===== src/rtl/jt10_adpcm_rom_bridge.sv =====
// jt10_adpcm_rom_bridge: ADPCM-A/B byte fetch to 16-bit word memory bridge.
// Optional macro: JT10_ROMBRIDGE_STATS_EN enables per-channel miss counters.
//
// Ports:
//   clk, rst            clock, synchronous active-high reset
//   flush               one-cycle pulse, invalidates both line buffers
//   adpcma_addr/bank    ADPCM-A byte address {bank, addr}
//   adpcma_roe_n        ADPCM-A read enable (active low)
//   adpcma_data         ADPCM-A returned byte
//   adpcmb_addr         ADPCM-B byte address
//   adpcmb_roe_n        ADPCM-B read enable (active low)
//   adpcmb_data         ADPCM-B returned byte
//   mem_req/mem_addr    word read request, held until mem_ack
//   mem_ack/mem_rdata   one-cycle acknowledge with read word
//   miss_cnt_a/b        saturating fill-grant counters (0 when stats off)

module jt10_adpcm_rom_bridge #(
    parameter int              AW     = 25,
    parameter logic [AW-1:0]   A_BASE = 25'h0000000,
    parameter logic [AW-1:0]   B_BASE = 25'h1000000
) (
    input  logic            clk,
    input  logic            rst,
    input  logic            flush,
    input  logic [19:0]     adpcma_addr,
    input  logic [3:0]      adpcma_bank,
    input  logic            adpcma_roe_n,
    output logic [7:0]      adpcma_data,
    input  logic [23:0]     adpcmb_addr,
    input  logic            adpcmb_roe_n,
    output logic [7:0]      adpcmb_data,
    output logic            mem_req,
    output logic [AW-2:0]   mem_addr,
    input  logic            mem_ack,
    input  logic [15:0]     mem_rdata,
    output logic [15:0]     miss_cnt_a,
    output logic [15:0]     miss_cnt_b
);

    typedef enum logic {
        S_IDLE,
        S_WAIT
    } state_t;

    state_t         r_state;
    state_t         w_state_nx;

    // Address computation
    logic [AW-1:0]  w_a_byte;
    logic [AW-1:0]  w_b_byte;
    logic [AW-2:0]  w_a_tag;
    logic [AW-2:0]  w_b_tag;

    assign w_a_byte = A_BASE + AW'({adpcma_bank, adpcma_addr});
    assign w_b_byte = B_BASE + AW'(adpcmb_addr);
    assign w_a_tag  = w_a_byte[AW-1:1];
    assign w_b_tag  = w_b_byte[AW-1:1];

    // Line buffers
    logic [15:0]    r_a_line;
    logic [15:0]    r_b_line;
    logic [AW-2:0]  r_a_tag;
    logic [AW-2:0]  r_b_tag;
    logic           r_a_vld;
    logic           r_b_vld;

    logic           w_a_hit;
    logic           w_b_hit;
    logic           w_a_pend;
    logic           w_b_pend;

    assign w_a_hit  = !adpcma_roe_n && r_a_vld && (r_a_tag == w_a_tag);
    assign w_b_hit  = !adpcmb_roe_n && r_b_vld && (r_b_tag == w_b_tag);
    assign w_a_pend = !adpcma_roe_n && !w_a_hit;
    assign w_b_pend = !adpcmb_roe_n && !w_b_hit;

    // Request / arbitration state
    logic           r_req;
    logic [AW-2:0]  r_addr;
    logic           r_gnt_b;
    logic           r_last_b;
    logic           r_drop;

    logic           w_issue;
    logic           w_pick_b;
    logic           w_tie;
    logic           w_fill;
    logic           w_keep;

    always_comb begin
        w_state_nx = r_state;
        w_issue    = 1'b0;
        w_pick_b   = 1'b0;
        w_tie      = 1'b0;
        w_fill     = 1'b0;
        unique case (r_state)
            S_IDLE: begin
                if (w_a_pend || w_b_pend) begin
                    w_issue    = 1'b1;
                    w_state_nx = S_WAIT;
                    if (w_a_pend && w_b_pend) begin
                        // Tie: serve the channel not served last time.
                        w_tie    = 1'b1;
                        w_pick_b = !r_last_b;
                    end else begin
                        w_pick_b = w_b_pend;
                    end
                end
            end
            S_WAIT: begin
                if (mem_ack) begin
                    w_fill     = 1'b1;
                    w_state_nx = S_IDLE;
                end
            end
            default: begin
                w_state_nx = S_IDLE;
            end
        endcase
    end

    // A fill is kept only if no flush hit it while in flight.
    assign w_keep = w_fill && !r_drop && !flush;

    always_ff @(posedge clk) begin
        if (rst) begin
            r_state <= S_IDLE;
        end else begin
            r_state <= w_state_nx;
        end
    end

    always_ff @(posedge clk) begin
        if (rst) begin
            r_req    <= 1'b0;
            r_addr   <= '0;
            r_gnt_b  <= 1'b0;
            r_last_b <= 1'b1;
            r_drop   <= 1'b0;
        end else begin
            if (w_issue) begin
                r_req   <= 1'b1;
                r_addr  <= w_pick_b ? w_b_tag : w_a_tag;
                r_gnt_b <= w_pick_b;
                r_drop  <= 1'b0;
                if (w_tie) begin
                    r_last_b <= w_pick_b;
                end
            end else if (w_fill) begin
                r_req  <= 1'b0;
                r_drop <= 1'b0;
            end else if (flush && r_state == S_WAIT) begin
                r_drop <= 1'b1;
            end
        end
    end

    // Channel A line and data
    always_ff @(posedge clk) begin
        if (rst) begin
            r_a_line <= '0;
            r_a_tag  <= '0;
            r_a_vld  <= 1'b0;
        end else begin
            if (w_fill && !r_gnt_b) begin
                r_a_line <= mem_rdata;
                r_a_tag  <= r_addr;
            end
            if (flush) begin
                r_a_vld <= 1'b0;
            end else if (w_keep && !r_gnt_b) begin
                r_a_vld <= 1'b1;
            end
        end
    end

    logic [7:0] r_a_data;

    always_ff @(posedge clk) begin
        if (rst) begin
            r_a_data <= '0;
        end else if (w_a_hit) begin
            r_a_data <= w_a_byte[0] ? r_a_line[15:8] : r_a_line[7:0];
        end
    end

    // Channel B line and data
    always_ff @(posedge clk) begin
        if (rst) begin
            r_b_line <= '0;
            r_b_tag  <= '0;
            r_b_vld  <= 1'b0;
        end else begin
            if (w_fill && r_gnt_b) begin
                r_b_line <= mem_rdata;
                r_b_tag  <= r_addr;
            end
            if (flush) begin
                r_b_vld <= 1'b0;
            end else if (w_keep && r_gnt_b) begin
                r_b_vld <= 1'b1;
            end
        end
    end

    logic [7:0] r_b_data;

    always_ff @(posedge clk) begin
        if (rst) begin
            r_b_data <= '0;
        end else if (w_b_hit) begin
            r_b_data <= w_b_byte[0] ? r_b_line[15:8] : r_b_line[7:0];
        end
    end

    assign adpcma_data = r_a_data;
    assign adpcmb_data = r_b_data;
    assign mem_req     = r_req;
    assign mem_addr    = r_addr;

`ifdef JT10_ROMBRIDGE_STATS_EN
    logic [15:0] r_cnt_a;
    logic [15:0] r_cnt_b;

    always_ff @(posedge clk) begin
        if (rst) begin
            r_cnt_a <= '0;
            r_cnt_b <= '0;
        end else if (w_issue) begin
            if (!w_pick_b && r_cnt_a != 16'hFFFF) begin
                r_cnt_a <= r_cnt_a + 16'd1;
            end
            if (w_pick_b && r_cnt_b != 16'hFFFF) begin
                r_cnt_b <= r_cnt_b + 16'd1;
            end
        end
    end

    assign miss_cnt_a = r_cnt_a;
    assign miss_cnt_b = r_cnt_b;
`else
    assign miss_cnt_a = 16'h0000;
    assign miss_cnt_b = 16'h0000;
`endif

endmodule


===== config.mk =====
export PLATFORM = sky130hd
export DESIGN_NAME = jt10_adpcm_rom_bridge
export DESIGN_NICKNAME = d
export VERILOG_FILES = /design/src/rtl/jt10_adpcm_rom_bridge.sv
export SDC_FILE = /design/constraint.sdc
export NUM_CORES = 1
export LEC_CHECK = 0
export CORE_MARGIN = 5
export CORE_UTILIZATION = 41
export CTS_CLUSTER_DIAMETER = 50
export CTS_CLUSTER_SIZE = 24
export DETAILED_ROUTE_END_ITERATION = 12
export PLACE_DENSITY = 0.68
export SLEW_MARGIN = 25
export SYNTH_ARGS = -nofsm -noshare
export SYNTH_HDL_FRONTEND = slang
export SYNTH_SLANG_ARGS = --single-unit
export TNS_END_PERCENT = 20

===== constraint.sdc =====
create_clock -name clk -period 2.52 [get_ports clk]
set_clock_uncertainty 0.05 [all_clocks]
set_input_delay 0.378 -clock clk [delete_from_list [all_inputs] [get_ports clk]]
set_output_delay 0.378 -clock clk [all_outputs]
set_load 0.02 [all_outputs]

==> results.py, run 1 <==
metrics = {
    "floorplan": {
        "io_pins": 143,
        "initial_core_util": 0.417,
        "die_area_sq_um": 16600,
        "fp.dieH_microns": 129,
        "chipWidth_microns": 129,
        "core-area_sq_um": 13900,
        "fp-row-count": 43,
    },
    "timing": {
        "rsz0062_at_grt": "false",
        "hold_viol": 0,
        "holdWs_ns": 0.405,
        "clock.fmax_mhz": 411,
        "setup_violations": 0,
        "min_period_ns": 2.43,
        "max_slew.worst_pin.slew_ns": 0.748,
        "slew_viol_final": 0,
        "tns_ns": 0,
        "min_period_over_period": 0.966,
        "relSlewSlack": 0.501,
    },
    "logic_synthesis": {
        "yosys_warnings": 0,
        "synth_top_area_frac": 0.436,
        "yosys.area.top_type": "dfxtp_1",
        "syn-cell-area_sq_um": 5790,
        "seq_area_frac_synth": 0.436,
        "synth_area_leaders": "dfxtp_1 44%, nand2_1 10%, a21oi_1 8.0%, xor2_1 5.9%, a311oi_2 5.2%",
        "synth.distinct_cells": 40,
        "synth_cells": 697,
        "ys_ff_latch": 126,
        "avgSynthCellArea_sq_um": 8.31,
    },
    "clocking": {
        "post_cts_resized": 0,
        "cts_sinks": 126,
        "clk_pin_slew_ns": 0.06,
        "clock_latency_ns": 0.41,
        "cts_hold_buf": 0,
        "clockRootBuffer": "clkbuf_16",
        "cts_max_path_buffers": 2,
        "post_cts_buffers": 0,
        "cts_buffers": 17,
        "cts_max_level": 4,
        "cts_tree": "built",
    },
    "run": {
        "maxCapViolCount": 0,
    },
    "critical_path": {
        "crit_arrival_ns": 2.70,
        "critPathMaxFanout": 10,
        "critPathKind": "in -> reg",
        "crit_path_start_kind": "input pin",
        "critPathCaptureType": "flop",
        "worstPathRequired_ns": 2.79,
    },
    "grt": {
        "grt_max_degree": 66,
        "grtUsageTotal": 0.201,
        "grt_pass1_wl_microns": 26400,
        "grt_pass1_vias": 5157,
        "antenna_found_initial": 0,
        "grt_overflow": 0,
    },
    "drt": {
        "dr.pass1.iters": 5,
        "viasPerCell": 5.27,
        "initialDrtViolationCount": 376,
        "totalWireLength_microns": 16700,
        "wl_per_cell_microns": 16.7,
        "vias": 5273,
        "drc": 0,
        "postRouteAntennaNets": 0,
    },
    "status": {
        "outcome": "complete, no violations",
    },
    "finish": {
        "final_nets": 878,
        "utilization": 0.559,
        "drive_above_1_share": 0.127,
        "area_growth_pct": 34.0,
        "antennaDiodeCount": 0,
        "stdcell_count": 1001,
    },
    "placed_design": {
        "gp_congestion": 0.916,
        "place_inst": 969,
        "hpwlAfterDp_microns": 12000,
        "io_buffers": 110,
    },
    "pwr": {
        "power.leakage_nw": 2.84,
        "power_density_nw_per_um2": 719,
        "ir_drop_mv": 0.497,
        "finalPower_mw": 5.58,
    },
    "min_path": {
        "min_path_type": "reg -> reg",
    },
}
==> worst paths after layout <==
kind / startpoint / to / slack (ns) / depth (start not counted)
worst max register to register: r_a_tag[16] / mem_addr[22] / 0.17 / 8
worst max-delay path: adpcma_addr[17] / mem_addr[22] / 0.09 / 9
worst min register to register: r_b_line[11] / r_b_line[11] / 0.40 / 2
worst min-delay path: r_b_line[11] / r_b_line[11] / 0.40 / 2
==> metrics by stage <==
step | instance area, sq um | setup slack, ns
floorplan | 5910 | 0.329
global placement | 7110 | -0.189
detailed placement | 7110 | -0.274
CTS | 7750 | 0.131
global route | 7750 | 0.0280
finish | 7750 | 0.0851
==> state kept, by name (all words and copies together), names as in the netlist, 8 cells and up <==
| name | cells |
|---|---|
| r_b_line | 16 |
| r_a_tag | 24 |
| adpcmb_data | 8 |
| r_a_line | 16 |
| mem_addr | 24 |
| r_b_tag | 24 |
| adpcma_data | 8 |
==> cells in the final DEF, fill, tap and decap left out, types with 3 or more instances in the layout <==
cell type / Yosys / layout
o21ai_1: 9 / 9
nand2_1: 159 / 159
clkdlybuf4s50_1: 0 / 109
nor3_1: 34 / 34
dfxtp_1: 126 / 126
nand3_1: 24 / 24
mux2_2: 8 / 8
conb_1: 1 / 32
a311oi_2: 20 / 20
mux2i_1: 16 / 16
nor2_1: 24 / 23
xnor2_1: 7 / 7
bufinv_16: 0 / 5
buf_4: 33 / 31
a311oi_1: 3 / 3
and3_1: 3 / 3
clkbuf_16: 0 / 17
nor4_1: 9 / 9
buf_12: 0 / 6
nand4_1: 4 / 4
xor2_1: 39 / 39
o21ai_0: 15 / 15
a21oi_1: 92 / 92
clkinv_2: 0 / 5
==> Yosys cell counts, drive strengths merged <==
library cell  number
nand2            159
xor2              39
clkbuf            43
nand4b             1
nor2              25
nor4               9
and4               2
mux2i             16
o21a               2
nand4              4
dfxtp            126
a21boi             1
mux2               8
nand3             24
or4                1
a2111oi            1
nor3              34
and3               3
inv                1
a311oi            23
conb               1
nor4b              1
nor2b              1
a211oi             1
buf               42
a21oi             92
xnor2              7
nand2b             1
nor3b              1
or2                2
o21ai             26
==> worst max-delay path, cell delays in order <==
cell             delay (ns)
clkdlybuf4s50_1        0.44
xor2_1                 0.15
nor4_1                 0.44
buf_4                  0.20
and4_1                 0.26
a211oi_2               0.10
or2_1                  0.26
buf_4                  0.20
a311oi_1               0.25
==> report_power, final <==
group	internal (mW)	total [mW]	switching, mW
logic	0.335	0.770	0.435
registers	2.07	2.14	0.0731
clock network	1.80	2.66	0.869
total	4.20	5.58	1.38
==> layer usage <==
layer | routed length [microns] | track usage | part of all wire
met5 | 0 | 0 | 0
met4 | 409 | 0.0803 | 0.024
met3 | 1200 | 0.0498 | 0.072
met2 | 7730 | 0.314 | 0.46
met1 | 7390 | 0.267 | 0.44
==> cell type report <==
| type | instances | area (sq um) |
|---|---|---|
| clock buffers | 20 | 457 |
| multi-input cells | 516 | 2910 |
| inverters | 1 | 3.75 |
| fillers | 1253 | 6130 |
| clock inverters | 12 | 190 |
| well taps | 180 | 225 |
| flip-flops and latches | 126 | 2520 |
| repair buffers | 146 | 1440 |
==> kinds of logic (layout without fill, tap and decap cells) <==
| family | after synthesis | after routing | share of synthesized area |
|---|---|---|---|
| AOI/OAI and AO/OA | 146 | 146 | 0.168 |
| and+or+nand+nor | 268 | 268 | 0.201 |
| DFF | 126 | 126 | 0.436 |
| xor gates and xnor gates | 46 | 46 | 0.0696 |
| other | 1 | 32 | 0.000648 |
| buffers and inverters | 86 | 179 | 0.0817 |
| muxes | 24 | 24 | 0.0432 |
Note: power is estimated with default switching activity, not from simulation.
==> run 2, diff against run 1 <==
--- a/config.mk
+++ b/config.mk
@@ -10,7 +10,7 @@
 export CTS_CLUSTER_DIAMETER = 50
 export CTS_CLUSTER_SIZE = 24
 export DETAILED_ROUTE_END_ITERATION = 12
-export PLACE_DENSITY = 0.68
+export PLACE_DENSITY = 0.71
 export SLEW_MARGIN = 25
 export SYNTH_ARGS = -nofsm -noshare
 export SYNTH_HDL_FRONTEND = slang
==> constraint.sdc (replaced) <==
create_clock -name clk -period 2.2 [get_ports clk]
set_clock_uncertainty 0.05 [all_clocks]
set_input_delay 0.33 -clock clk [delete_from_list [all_inputs] [get_ports clk]]
set_output_delay 0.33 -clock clk [all_outputs]
set_load 0.02 [all_outputs]
==> run 2 against run 1 <==
Combinational power is 25% higher. The flow now finishes with violations (negative setup slack). Die area is the same. Routed wire length rose by 3.6%. Sequential share of layout area fell by 0.90 points. Sequential cell count did not move. Register-to-register slack got worse by 0.19 ns. Sequential power increased by 15%. Design area rose by 3.0%. Global-route usage is 0.58 points higher. Count of clock-buffer cells in the layout up 4.
==> results.py, run 2 (synthesis results as in run 1) <==
metrics = {
    "pwr": {
        "power.leakage_nw": 2.95,
        "p_int_mw": 4.34,
        "ir_drop_mv": 0.459,
        "p_comb_frac": 0.162,
        "finalPower_mw": 5.92,
        "swShare": 0.267,
        "power_density_nw_per_um2": 742,
        "seqPwrFrac": 0.415,
        "clock_power_share": 0.423,
        "p_switching_mw": 1.58,
    },
    "floorplan": {
        "chipWidth_microns": 129,
        "core-area_sq_um": 13900,
        "fp-row-count": 43,
        "fp.dieH_microns": 129,
        "io_pins": 143,
        "initial_core_util": 0.417,
        "die_area_sq_um": 16600,
    },
    "clocking": {
        "cts_max_level": 4,
        "clockRootBuffer": "clkbuf_16",
        "cts_max_path_buffers": 2,
        "cts_buffers": 17,
        "cts_tree": "built",
        "cts_sinks": 126,
        "clk_pin_slew_ns": 0.05,
        "clock_latency_ns": 0.42,
    },
    "grt": {
        "antenna_found_initial": 0,
        "grt_pass1_vias": 5133,
        "grt_pass1_wl_microns": 26800,
        "grtUsageTotal": 0.207,
        "global_route.usage.met3": 0.0477,
        "grt_overflow": 0,
        "busiest_layer": "met2",
        "grtUsageMet1": 0.275,
        "global_route.usage.met2": 0.327,
        "grt_max_degree": 50,
    },
    "placed_design": {
        "pre_cts_slack_ns": -0.546,
        "hpwlAfterDp_microns": 11900,
        "gp_congestion": 0.870,
        "io_buffers": 110,
    },
    "timing": {
        "slew_viol_final": 0,
        "min_period_over_period": 1.02,
        "rsz0062_at_grt": "true",
        "min_period_ns": 2.24,
        "hold_viol": 0,
        "setup_violations": 19,
        "clock.fmax_mhz": 446,
        "tns_ns": -0.276,
        "finalWorstSetupSlack_ns": -0.0445,
    },
    "drt": {
        "dr.pass1.iters": 5,
        "vias": 5274,
        "initialDrtViolationCount": 500,
        "drc": 0,
        "wl_per_cell_microns": 17.1,
        "postRouteAntennaNets": 0,
        "viasPerCell": 5.20,
        "totalWireLength_microns": 17300,
    },
    "critical_path": {
        "critPathMaxFanout": 8,
        "worstPathRequired_ns": 2.48,
        "rrSetupSlack_ns": -0.02,
        "crit_arrival_ns": 2.52,
        "crit_path_start_kind": "input pin",
        "critPathKind": "in -> reg",
        "critPathCaptureType": "flop",
    },
    "finish": {
        "area_growth_pct": 37.9,
        "drive_above_1_share": 0.165,
        "layout_common_cells": "158 x nand2_1, 124 x dfxtp_1, 105 x clkdlybuf4s50_1",
        "final_common_cell": "nand2_1",
        "final_nets": 894,
        "antennaDiodeCount": 0,
    },
    "status": {
        "failed_checks": "negative setup slack",
        "outcome": "finished with violations",
    },
    "run": {
        "maxCapViolCount": 0,
    },
    "min_path": {
        "min_path_type": "in -> reg",
    },
}
[run 2: cell types whose count changed in the layout (fill, tap and decap cells not counted), moves of 5 or more]
cell,previous run,this run
buf_4,31,38
buf_6,0,5
bufinv_16,5,0
nor4_1,9,4
[run 2: critical path, stage by stage]
cell and delay [ns]:
clkdlybuf4s50_1 0.47, xor2_1 0.17, nor4b_1 0.29, buf_4 0.18
and4_4 0.26, a211oi_4 0.07, or2_4 0.31, buf_12 0.16
a311oi_2 0.26
[run 2: timing repair]
item	4_1_cts	5_1_grt
resized for setup	10	31
pin swaps	0	11
endpoints found under the hold margin	0	0
hold buffers	0	0
setup buffers	0	4
cloned	0	2
setup endpoints to repair	24	26
[run 2: metrics by stage]
step,hold WS [ns],instances,util,area [sq um]
2_1_floorplan,0.359,728,-,5910
3_3_place_gp,0.390,979,0.518,7200
3_5_place_dp,0.397,979,0.518,7200
4_1_cts,0.271,1009,0.559,7770
5_1_grt,0.265,1015,0.575,7980
6_report,0.248,1015,0.575,7980
[run 2: path summary, 6_finish.rpt]
path                        to  cells past startpoint            from
setup / recovery  mem_addr[16]                      9  adpcma_addr[8]
hold / removal     mem_addr[6]                      3  adpcma_addr[7]
setup reg to reg  mem_addr[16]                      8     r_a_tag[10]
hold reg to reg    r_b_line[3]                      2     r_b_line[3]
[run 2: power groups by stage]
| stage | clock network (mW) | logic, mW | registers (mW) |
|---|---|---|---|
| finish | 2.50 | 0.961 | 2.46 |
| floorplan | 0 | 0.471 | 2.53 |
| detailed placement | 0 | 0.889 | 2.50 |
| global route | 2.64 | 1.03 | 2.47 |
| CTS | 2.53 | 0.904 | 2.45 |
| global placement | 0 | 0.882 | 2.50 |
[run 2: per-layer routing]
metal  wire length, microns  share of wire
met3                   1210          0.070
met1                   7700           0.44
met2                   8020           0.46
met4                    386          0.022
met5                      0              0
[run 2: final cells by class]
cell class,instances,area (sq um)
fillers,1219,5900
multi-input cells,516,3050
flip-flops and latches,126,2520
repair buffers,162,1650
clock buffers,24,492
well taps,180,225
clock inverters,6,36.3
inverters,1,3.75
